==> config.mk <==
export PLATFORM = sky130hd
export DESIGN_NAME = sram_arbiter
export DESIGN_NICKNAME = d
export VERILOG_FILES = /design/src/rtl/sram_arbiter.sv
export SDC_FILE = /design/constraint.sdc
export NUM_CORES = 1
export LEC_CHECK = 0
export CORE_MARGIN = 2
export CORE_UTILIZATION = 40
export DETAILED_ROUTE_END_ITERATION = 10
export PLACE_DENSITY_LB_ADDON = 0.1
export SYNTH_ARGS = -nofsm -noshare
export SYNTH_HDL_FRONTEND = slang
export SYNTH_SLANG_ARGS = --single-unit
==> constraint.sdc <==
create_clock -name clk -period 3.7 [get_ports clk]
set_input_delay 0.74 -clock clk [delete_from_list [all_inputs] [get_ports clk]]
set_output_delay 0.74 -clock clk [all_outputs]
set_load 0.02 [all_outputs]
==> src/rtl/sram_arbiter.sv <==
// Two-port round-robin sequencer for an external asynchronous 8-bit SRAM.
// All pad-facing outputs come straight from flops; one access is in flight at a time.
module sram_arbiter #(
  parameter int AW      = 19,
  parameter int RD_WAIT = 2,
  parameter int WR_WAIT = 2
) (
  input  logic          clk,
  input  logic          reset_n,
  input  logic          req0,
  input  logic          we0,
  input  logic [AW-1:0] addr0,
  input  logic [7:0]    wdata0,
  output logic          ack0,
  output logic [7:0]    rdata0,
  input  logic          req1,
  input  logic          we1,
  input  logic [AW-1:0] addr1,
  input  logic [7:0]    wdata1,
  output logic          ack1,
  output logic [7:0]    rdata1,
  output logic [AW-1:0] sram_addr,
  output logic          sram_ce_n,
  output logic          sram_we_n,
  output logic          sram_oe_n,
  output logic [7:0]    sram_dout,
  output logic          sram_drive,
  input  logic [7:0]    sram_din,
  output logic          busy
);

  localparam int MAXW = (RD_WAIT > WR_WAIT) ? RD_WAIT : WR_WAIT;
  localparam int CW   = $clog2(MAXW + 1);
  localparam logic [CW-1:0] RD_LOAD = CW'(RD_WAIT - 1);
  localparam logic [CW-1:0] WR_LOAD = CW'(WR_WAIT - 1);

  typedef enum logic [2:0] {
    IDLE    = 3'd0,
    RD      = 3'd1,
    WSETUP  = 3'd2,
    WPULSE  = 3'd3,
    RECOVER = 3'd4
  } state_e;

  state_e        state_q;
  logic [CW-1:0] cnt_q;
  logic          sel_q;
  logic          last_grant_q;
  logic [AW-1:0] sram_addr_q;
  logic          sram_ce_n_q;
  logic          sram_we_n_q;
  logic          sram_oe_n_q;
  logic [7:0]    sram_dout_q;
  logic          sram_drive_q;
  logic          ack0_q;
  logic          ack1_q;
  logic [7:0]    rdata0_q;
  logic [7:0]    rdata1_q;

  logic          grant_any_s;
  logic          grant_sel_s;
  logic          grant_we_s;
  logic [AW-1:0] grant_addr_s;
  logic [7:0]    grant_wdata_s;

  // Round-robin pick: on a tie the port that did not win last time is served.
  always_comb begin
    grant_any_s = req0 | req1;
    if (req0 && req1) begin
      grant_sel_s = ~last_grant_q;
    end else if (req1) begin
      grant_sel_s = 1'b1;
    end else begin
      grant_sel_s = 1'b0;
    end
    if (grant_sel_s) begin
      grant_we_s    = we1;
      grant_addr_s  = addr1;
      grant_wdata_s = wdata1;
    end else begin
      grant_we_s    = we0;
      grant_addr_s  = addr0;
      grant_wdata_s = wdata0;
    end
  end

  // Access sequencer; strobes, pad drive, acks and read data are all registered here.
  always_ff @(posedge clk or negedge reset_n) begin
    if (!reset_n) begin
      state_q      <= IDLE;
      cnt_q        <= '0;
      sel_q        <= 1'b0;
      last_grant_q <= 1'b1;
      sram_addr_q  <= '0;
      sram_ce_n_q  <= 1'b1;
      sram_we_n_q  <= 1'b1;
      sram_oe_n_q  <= 1'b1;
      sram_dout_q  <= 8'h00;
      sram_drive_q <= 1'b0;
      ack0_q       <= 1'b0;
      ack1_q       <= 1'b0;
      rdata0_q     <= 8'h00;
      rdata1_q     <= 8'h00;
    end else begin
      case (state_q)
        IDLE: begin
          if (grant_any_s) begin
            sel_q        <= grant_sel_s;
            last_grant_q <= grant_sel_s;
            sram_addr_q  <= grant_addr_s;
            sram_ce_n_q  <= 1'b0;
            sram_we_n_q  <= 1'b1;
            if (grant_we_s) begin
              sram_dout_q  <= grant_wdata_s;
              sram_drive_q <= 1'b1;
              sram_oe_n_q  <= 1'b1;
              state_q      <= WSETUP;
            end else begin
              sram_drive_q <= 1'b0;
              sram_oe_n_q  <= 1'b0;
              cnt_q        <= RD_LOAD;
              state_q      <= RD;
            end
          end else begin
            state_q <= IDLE;
          end
        end
        RD: begin
          if (cnt_q == '0) begin
            if (sel_q) begin
              rdata1_q <= sram_din;
              ack1_q   <= 1'b1;
            end else begin
              rdata0_q <= sram_din;
              ack0_q   <= 1'b1;
            end
            sram_ce_n_q <= 1'b1;
            sram_oe_n_q <= 1'b1;
            state_q     <= RECOVER;
          end else begin
            cnt_q <= cnt_q - CW'(1);
          end
        end
        WSETUP: begin
          sram_we_n_q <= 1'b0;
          cnt_q       <= WR_LOAD;
          state_q     <= WPULSE;
        end
        WPULSE: begin
          // Address, data, drive and CE stay put through the following hold cycle.
          if (cnt_q == '0) begin
            sram_we_n_q <= 1'b1;
            if (sel_q) begin
              ack1_q <= 1'b1;
            end else begin
              ack0_q <= 1'b1;
            end
            state_q <= RECOVER;
          end else begin
            cnt_q <= cnt_q - CW'(1);
          end
        end
        RECOVER: begin
          ack0_q       <= 1'b0;
          ack1_q       <= 1'b0;
          sram_ce_n_q  <= 1'b1;
          sram_we_n_q  <= 1'b1;
          sram_oe_n_q  <= 1'b1;
          sram_drive_q <= 1'b0;
          state_q      <= IDLE;
        end
        default: begin
          ack0_q       <= 1'b0;
          ack1_q       <= 1'b0;
          sram_ce_n_q  <= 1'b1;
          sram_we_n_q  <= 1'b1;
          sram_oe_n_q  <= 1'b1;
          sram_drive_q <= 1'b0;
          state_q      <= IDLE;
        end
      endcase
    end
  end

  assign sram_addr  = sram_addr_q;
  assign sram_ce_n  = sram_ce_n_q;
  assign sram_we_n  = sram_we_n_q;
  assign sram_oe_n  = sram_oe_n_q;
  assign sram_dout  = sram_dout_q;
  assign sram_drive = sram_drive_q;
  assign ack0       = ack0_q;
  assign ack1       = ack1_q;
  assign rdata0     = rdata0_q;
  assign rdata1     = rdata1_q;
  assign busy       = (state_q != IDLE);

endmodule

==> out/results.tsv, run 1 <==
stage	metric	value	unit
outcome	status	complete, no violations	
clock_network	cts_sinks	56	
global_route	grt-ovfl-total	0	
hold_path	hold_end	sram_addr[7]$_DFFE_PN0P_	
route	routed.top_layer	met4	
power	p_sw	1210	µW
timing	tightest_slew	0.776	ns
final_layout	final_cell_mix	clkdlybuf4s50_1 (116), dfrtp_1 (52), mux2i_1 (30)	
floorplan	io_pins	118	
timing	fin_crit_sh	71.6	%
yosys	syn_area	2570	µm²
floorplan	rows	29	
global_route	grt_max_degree	38	
yosys	synth_cells	220	
clock_network	clk_pin_slew	0.10	ns
final_layout	nNetsFinal	405	
final_layout	num_antenna_cells	0	
setup_path	rr_worst_depth	5	
timing	fin_crit	2.65	ns
power	power_frac_clock	12.8	%
power	p_int	1940	µW
clock_network	tritoncts	built	
yosys	synth_area_per_cell	11.7	µm²
route	drc	0	
timing	setup_viol	0	
setup_path	setup.worst_path.end_class	primary output	
final_layout	final_common_cell	clkdlybuf4s50_1	
route	drt-initial-drc-count	65	
route	wl_met3	562	µm
power	pwr-share-comb	51.3	%
final_layout	fin_cells	414	
setup_path	startpoint	state_q[0]$_DFFE_PN0P_	
power	leakage	0.00166	µW
place	gp_congestion	0.767	
floorplan	dieHeight	84.2	µm
setup_path	rr_endpoint	rdata0[2]$_DFFE_PN0P_	
timing	slew-limit-headroom	48.3	%
floorplan	core	6280	µm²
setup_path	worstPathMaxFanout	12	
clock_network	cts_setup_buffers	0	
route	wl_met1	2270	µm
power	seqPwrFrac	35.9	%
hold_path	hp-class	reg2reg	
setup_path	rrSetupSlack	1.92	ns
yosys	synth-seq-cells	56	
final_layout	area_growth_syn_to_layout	51.9	%
global_route	grt_antenna_before_repair	0	
global_route	grt_pass1_vias	2083	
power	power.density	807	nW/µm²
clock_network	h-tree-depth	2	
clock_network	clockBufferDepth	2	
timing	finalSetupTns	0	ns
route	dr_total_vias	2025	
timing	finalHoldViolations	0	
setup_path	path_class	reg2out	
clock_network	clock_latency	0.31	ns
yosys	synth.net_count	289	
setup_path	crit_arrival	1.91	ns
route	drt-wirelength-per-cell	13.4	µm
clock_network	cts_root_buf	clkbuf_8	
clock_network	cts_resized	0	
place	dp_hpwl	4280	µm
yosys	ys_seq_area_share	54.7	%
place	dp_cells	406	
floorplan	initial_core_util	40.9	%
timing	clock.fmax	377	MHz
power	vdd_drop_max	0.382	mV
timing	finClkSkew	0.00764	ns
yosys	ys_types	35	
floorplan	fp.dieArea	7080	µm²
timing	slew_viol_final	0	
global_route	grtUsageTotal	16.5	%
place	numPortBuffers	117	
setup_path	critPathRequiredTime	2.96	ns
route	vias_per_cell	4.89	
setup_path	r2r_start	cnt_q[0]$_DFFE_PN0P_	
hold_path	min_from	sram_addr[7]$_DFFE_PN0P_	
timing	rsz0062_at_grt	no	
route	antenna_left	0	
route	firstDrtPassIters	4	
global_route	grt_pass1_wl	9650	µm
route	drt-total-wl	5550	µm
power	power.share.switching	38.4	%
final_layout	finish.utilization	62.2	%
clock_network	ctsHoldBuffers	0	
setup_path	startpoint_type	flip-flop	
route	route.met2.wl	2670	µm
yosys	synth_warnings	0	
clock_network	cts_made_buffers	5	
final_layout	layout-drive-gt1-share	11.3	%
hold_path	hold_depth	2	
floorplan	die_w	84.2	µm
job	cap_viol_max_count	0	
worst max-delay path: stages, from the launching register on:
cell	delay [ns]
dfrtp_1	0.57
nor3_4	0.36
inv_1	0.12
clkdlybuf4s50_1	0.55
worst max path at each step:
stage | endpoint | slack, ns | cells past startpoint
2_1_floorplan | sram_addr[14]$_DFFE_PN0P_ | 2.08 | 5
3_3_place_gp | sram_dout[3]$_DFFE_PN0P_ | 1.03 | 5
3_5_place_dp | sram_dout[4]$_DFFE_PN0P_ | 0.96 | 5
4_1_cts | busy | 1.03 | 3
5_1_grt | busy | 0.95 | 3
6_report | busy | 1.05 | 3
logic make-up (layout without fill, tap and decap cells):
group	count (synthesis)	count (layout)	share of synthesized area, %
AOI/OAI and AO/OA	53	53	12.0
DFF	56	56	54.7
buffers and inverters	18	135	4.58
adders and majority gates	1	1	0.487
muxes	46	46	18.7
and+or+nand+nor	46	46	9.49
synth_stat cells, drive strengths merged:
library cell | number | area share (%)
a211oi | 1 | 0.49
a21boi | 1 | 0.73
a21o | 2 | 0.58
a21oi | 5 | 0.97
a22o | 1 | 0.34
a31oi | 4 | 0.97
and3 | 2 | 0.49
buf | 10 | 3.4
clkbuf | 2 | 0.34
dfrtp | 52 | 51
dfstp | 4 | 4.1
ha | 1 | 0.49
inv | 6 | 0.88
mux2 | 16 | 7.0
mux2i | 30 | 12
nand2 | 23 | 3.4
nand2b | 3 | 0.83
nand3b | 3 | 1.4
nand4 | 1 | 0.24
nor2 | 9 | 1.3
nor2b | 1 | 0.24
nor3 | 4 | 1.7
o211ai | 1 | 0.29
o21ai | 37 | 7.4
o21bai | 1 | 0.29
cell type report:
type	count	area, µm²
fillers	551	2370
flip-flops and latches	56	1410
repair buffers	121	1210
multi-input cells	146	1050
well taps	77	96.3
clock buffers	5	68.8
clock inverters	3	47.5
inverters	6	22.5
sequential cells by signal, indices dropped and copies added (netlist names), 2 cells and up:
signal / flops
state_q: 3
rdata0: 8
sram_addr: 19
rdata1: 8
sram_dout: 8
cnt_q: 2
per-stage QoR:
stage                     cell area [µm²]  power (µW)  setup slack [ns]  hold WS, ns
final                                3900        3150              1.05        0.487
after CTS                            3900        3190              1.03        0.493
after global placement               3790        2750              1.03        0.461
after floorplan                      2570        2050              2.08        0.444
after global routing                 3900        3380             0.947        0.524
after detailed placement             3790        2780             0.962        0.470
layer usage:
| layer | vias up | global-route usage (%) |
|---|---|---|
| met5 | - | 0 |
| met3 | 7 | 6.00 |
| met1 | 939 | 19.9 |
| li1 | 1002 | - |
| met2 | 77 | 28.4 |
| met4 | 0 | 3.52 |
power by group through the flow:
stage,Clock (µW),Sequential (µW),Combinational (µW)
floorplan,0,1410,644
finish,404,1130,1620
detailed placement,0,1140,1640
CTS,416,1130,1640
global placement,0,1140,1610
global route,438,1190,1760
Power figures use the tool's default switching activity.
==> run 2: changes to the inputs <==
Settings changed: CORE_UTILIZATION 40 to 37.
Clock period 3.7 ns to 2.3 ns, I/O delays scaled along.
==> run 2 against run 1 <==
  * Sequential power up 57%
  * Largest power group unchanged
  * Critical endpoint unchanged
  * Global-route usage shrank 0.55 points
  * Design area is 1.3% higher
  * Highest routed layer unchanged
  * Largest cell class unchanged
==> out/results.tsv, run 2 (synthesis results as in run 1) <==
stage	metric	value	unit	change
final_layout	layout-drive-gt1-share	12.8	%	was 11.3%
final_layout	num_antenna_cells	0		unchanged
clock_network	cts_resized	0		unchanged
clock_network	cts_root_buf	clkbuf_8		unchanged
clock_network	clock_latency	0.31	ns	about the same
clock_network	ctsHoldBuffers	0		unchanged
power	power.density	1270	nW/µm²	was 807 nW/µm²
clock_network	h-tree-depth	2		unchanged
setup_path	setup.worst_path.end_class	primary output		unchanged
setup_path	startpoint	state_q[1]$_DFFE_PN0P_		was state_q[0]$_DFFE_PN0P_
timing	tightest_slew	0.450	ns	was 0.776 ns
route	vias_per_cell	4.80		was 4.89
route	drt-total-wl	5930	µm	was 5550 µm
setup_path	r2r_start	cnt_q[0]$_DFFE_PN0P_		unchanged
power	p_int	3070	µW	was 1940 µW
route	antenna_left	0		unchanged
timing	slew_viol_final	0		unchanged
final_layout	area_growth_syn_to_layout	53.8	%	was 51.9%
power	power_frac_clock	10.7	%	was 12.8%
floorplan	core	6760	µm²	was 6280 µm²
setup_path	critPathRequiredTime	1.84	ns	was 2.96 ns
setup_path	cp_slowest_cell	clkdlybuf4s50_1		was dfrtp_1
global_route	grt_antenna_before_repair	0		unchanged
power	power.share.switching	39.0	%	was 38.4%
clock_network	cts_sinks	56		unchanged
timing	finalSetupTns	0	ns	unchanged
global_route	grtUsageTotal	15.9	%	was 16.5%
clock_network	cts_made_buffers	5		unchanged
timing	slew-limit-headroom	69.9	%	was 48.3%
power	p_sw	1960	µW	was 1210 µW
setup_path	cpPeakStageDelay	0.54	ns	was 0.57 ns
place	dp_cells	415		was 406
job	cap_viol_max_count	0		unchanged
final_layout	largest_register_ffs	19		unchanged
floorplan	rows	30		was 29
final_layout	final_cell_mix	clkdlybuf4s50_1 (116), dfrtp_1 (52), mux2i_1 (30)		unchanged
place	numPortBuffers	117		unchanged
timing	rsz0062_at_grt	no		unchanged
clock_network	clk_pin_slew	0.10	ns	about the same
route	drt-wirelength-per-cell	14.0	µm	was 13.4 µm
power	seqPwrFrac	35.1	%	was 35.9%
timing	clock.fmax	467	MHz	
final_layout	fin_cells	423		was 414
clock_network	cts_setup_buffers	0		unchanged
route	firstDrtPassIters	4		unchanged
power	leakage	0.00168	µW	was 0.00166 µW
final_layout	nNetsFinal	411		was 405
global_route	grt_pass1_vias	2042		was 2083
route	dr_total_vias	2030		was 2025
floorplan	die_w	87.3	µm	was 84.2 µm
route	drc	0		unchanged
power	vdd_drop_max	0.471	mV	was 0.382 mV
floorplan	io_pins	118		unchanged
floorplan	initial_core_util	38.0	%	was 40.9%
setup_path	startpoint_type	flip-flop		unchanged
power	pwr-share-comb	54.2	%	was 51.3%
outcome	status	complete, no violations		unchanged
setup_path	worstPathMaxFanout	9		was 12
final_layout	final_common_cell	clkdlybuf4s50_1		unchanged
hold_path	hp-class	in2async		was reg2reg
global_route	grt_pass1_wl	9470	µm	was 9650 µm
place	gp_congestion	0.831		was 0.767
global_route	grt-ovfl-total	0		unchanged
setup_path	crit_chain	nor3_4 > inv_1 > clkdlybuf4s50_1		unchanged
floorplan	fp.dieArea	7630	µm²	was 7080 µm²
final_layout	final.fill_count	603		was 551
timing	setup_viol	0		unchanged
timing	whs	0.139	ns	was 0.487 ns
final_layout	seqCellArea	1410	µm²	unchanged
floorplan	dieHeight	87.3	µm	was 84.2 µm
place	dp_hpwl	4490	µm	was 4280 µm
clock_network	clockBufferDepth	2		unchanged
setup_path	path_class	reg2out		unchanged
global_route	grt_max_degree	57		was 38
timing	finClkSkew	0.00580	ns	was 0.00764 ns
clock_network	tritoncts	built		unchanged
timing	fin_crit_sh	93.1	%	
route	drt-initial-drc-count	46		was 65
final_layout	multi_input_area	1050	µm²	unchanged
timing	fin_crit	2.14	ns	
timing	finalHoldViolations	0		unchanged
setup_path	crit_arrival	1.68	ns	was 1.91 ns
[run 2: changes by cell type in the layout (fill, tap and decap cells not counted)]
| cell | change |
|---|---|
| clkinv_4 | -1 |
| buf_12 | +2 |
| bufinv_16 | -1 |
| buf_4 | +4 |
| clkinvlp_4 | +2 |
[run 2: path summary, 6_finish.rpt]
check                                           endpoint  slack [ns]  cells after the start
max in group asynchronous          sram_oe_n$_DFFE_PN1P_        1.87                      2
worst min register to register  sram_addr[7]$_DFFE_PN0P_        0.49                      2
worst max-delay path                                busy        0.16                      3
worst max register to register     rdata0[1]$_DFFE_PN0P_        0.56                      5
worst min-delay path               rdata0[3]$_DFFE_PN0P_        0.14                      2
min in group clk                sram_addr[7]$_DFFE_PN0P_        0.49                      2
[run 2: layout make-up]
type	count	share of cell area, %
repair buffers	127	32.3
well taps	80	2.53
flip-flops and latches	56	35.6
multi-input cells	146	26.6
inverters	6	0.570
clock buffers	5	1.74
clock inverters	3	0.601
[run 2: layer usage]
layer,GRT usage [%],up-vias,share of wire [%]
met5,0,-,0
met4,6.43,0,1.8
met3,4.83,9,8.4
met2,26.2,77,48
met1,19.4,928,42
li1,-,1016,-
[run 2: power groups by stage]
stage	registers (µW)	logic [µW]	clock network (µW)
finish	1770	2730	537
global route	1840	2960	606
CTS	1780	2770	568
detailed placement	1790	2770	0
global placement	1780	2730	0
floorplan	2270	1040	0
[run 2: metrics by stage]
stage	total power, µW	worst slack, ns	instance area [µm²]	utilization [%]
after global routing	5410	0.0978	3950	58.5
final	5040	0.158	3950	58.5
after detailed placement	4560	0.318	3860	57.1
after global placement	4510	0.360	3860	57.1
after CTS	5120	0.146	3950	58.5
after floorplan	3310	0.764	2570	-
[run 2: critical path: cells and delay by family (launching register included)]
kind | cells | cell delay (ns)
buffers and inverters | 2 | 0.62
DFF | 1 | 0.52
and+or+nand+nor | 1 | 0.23
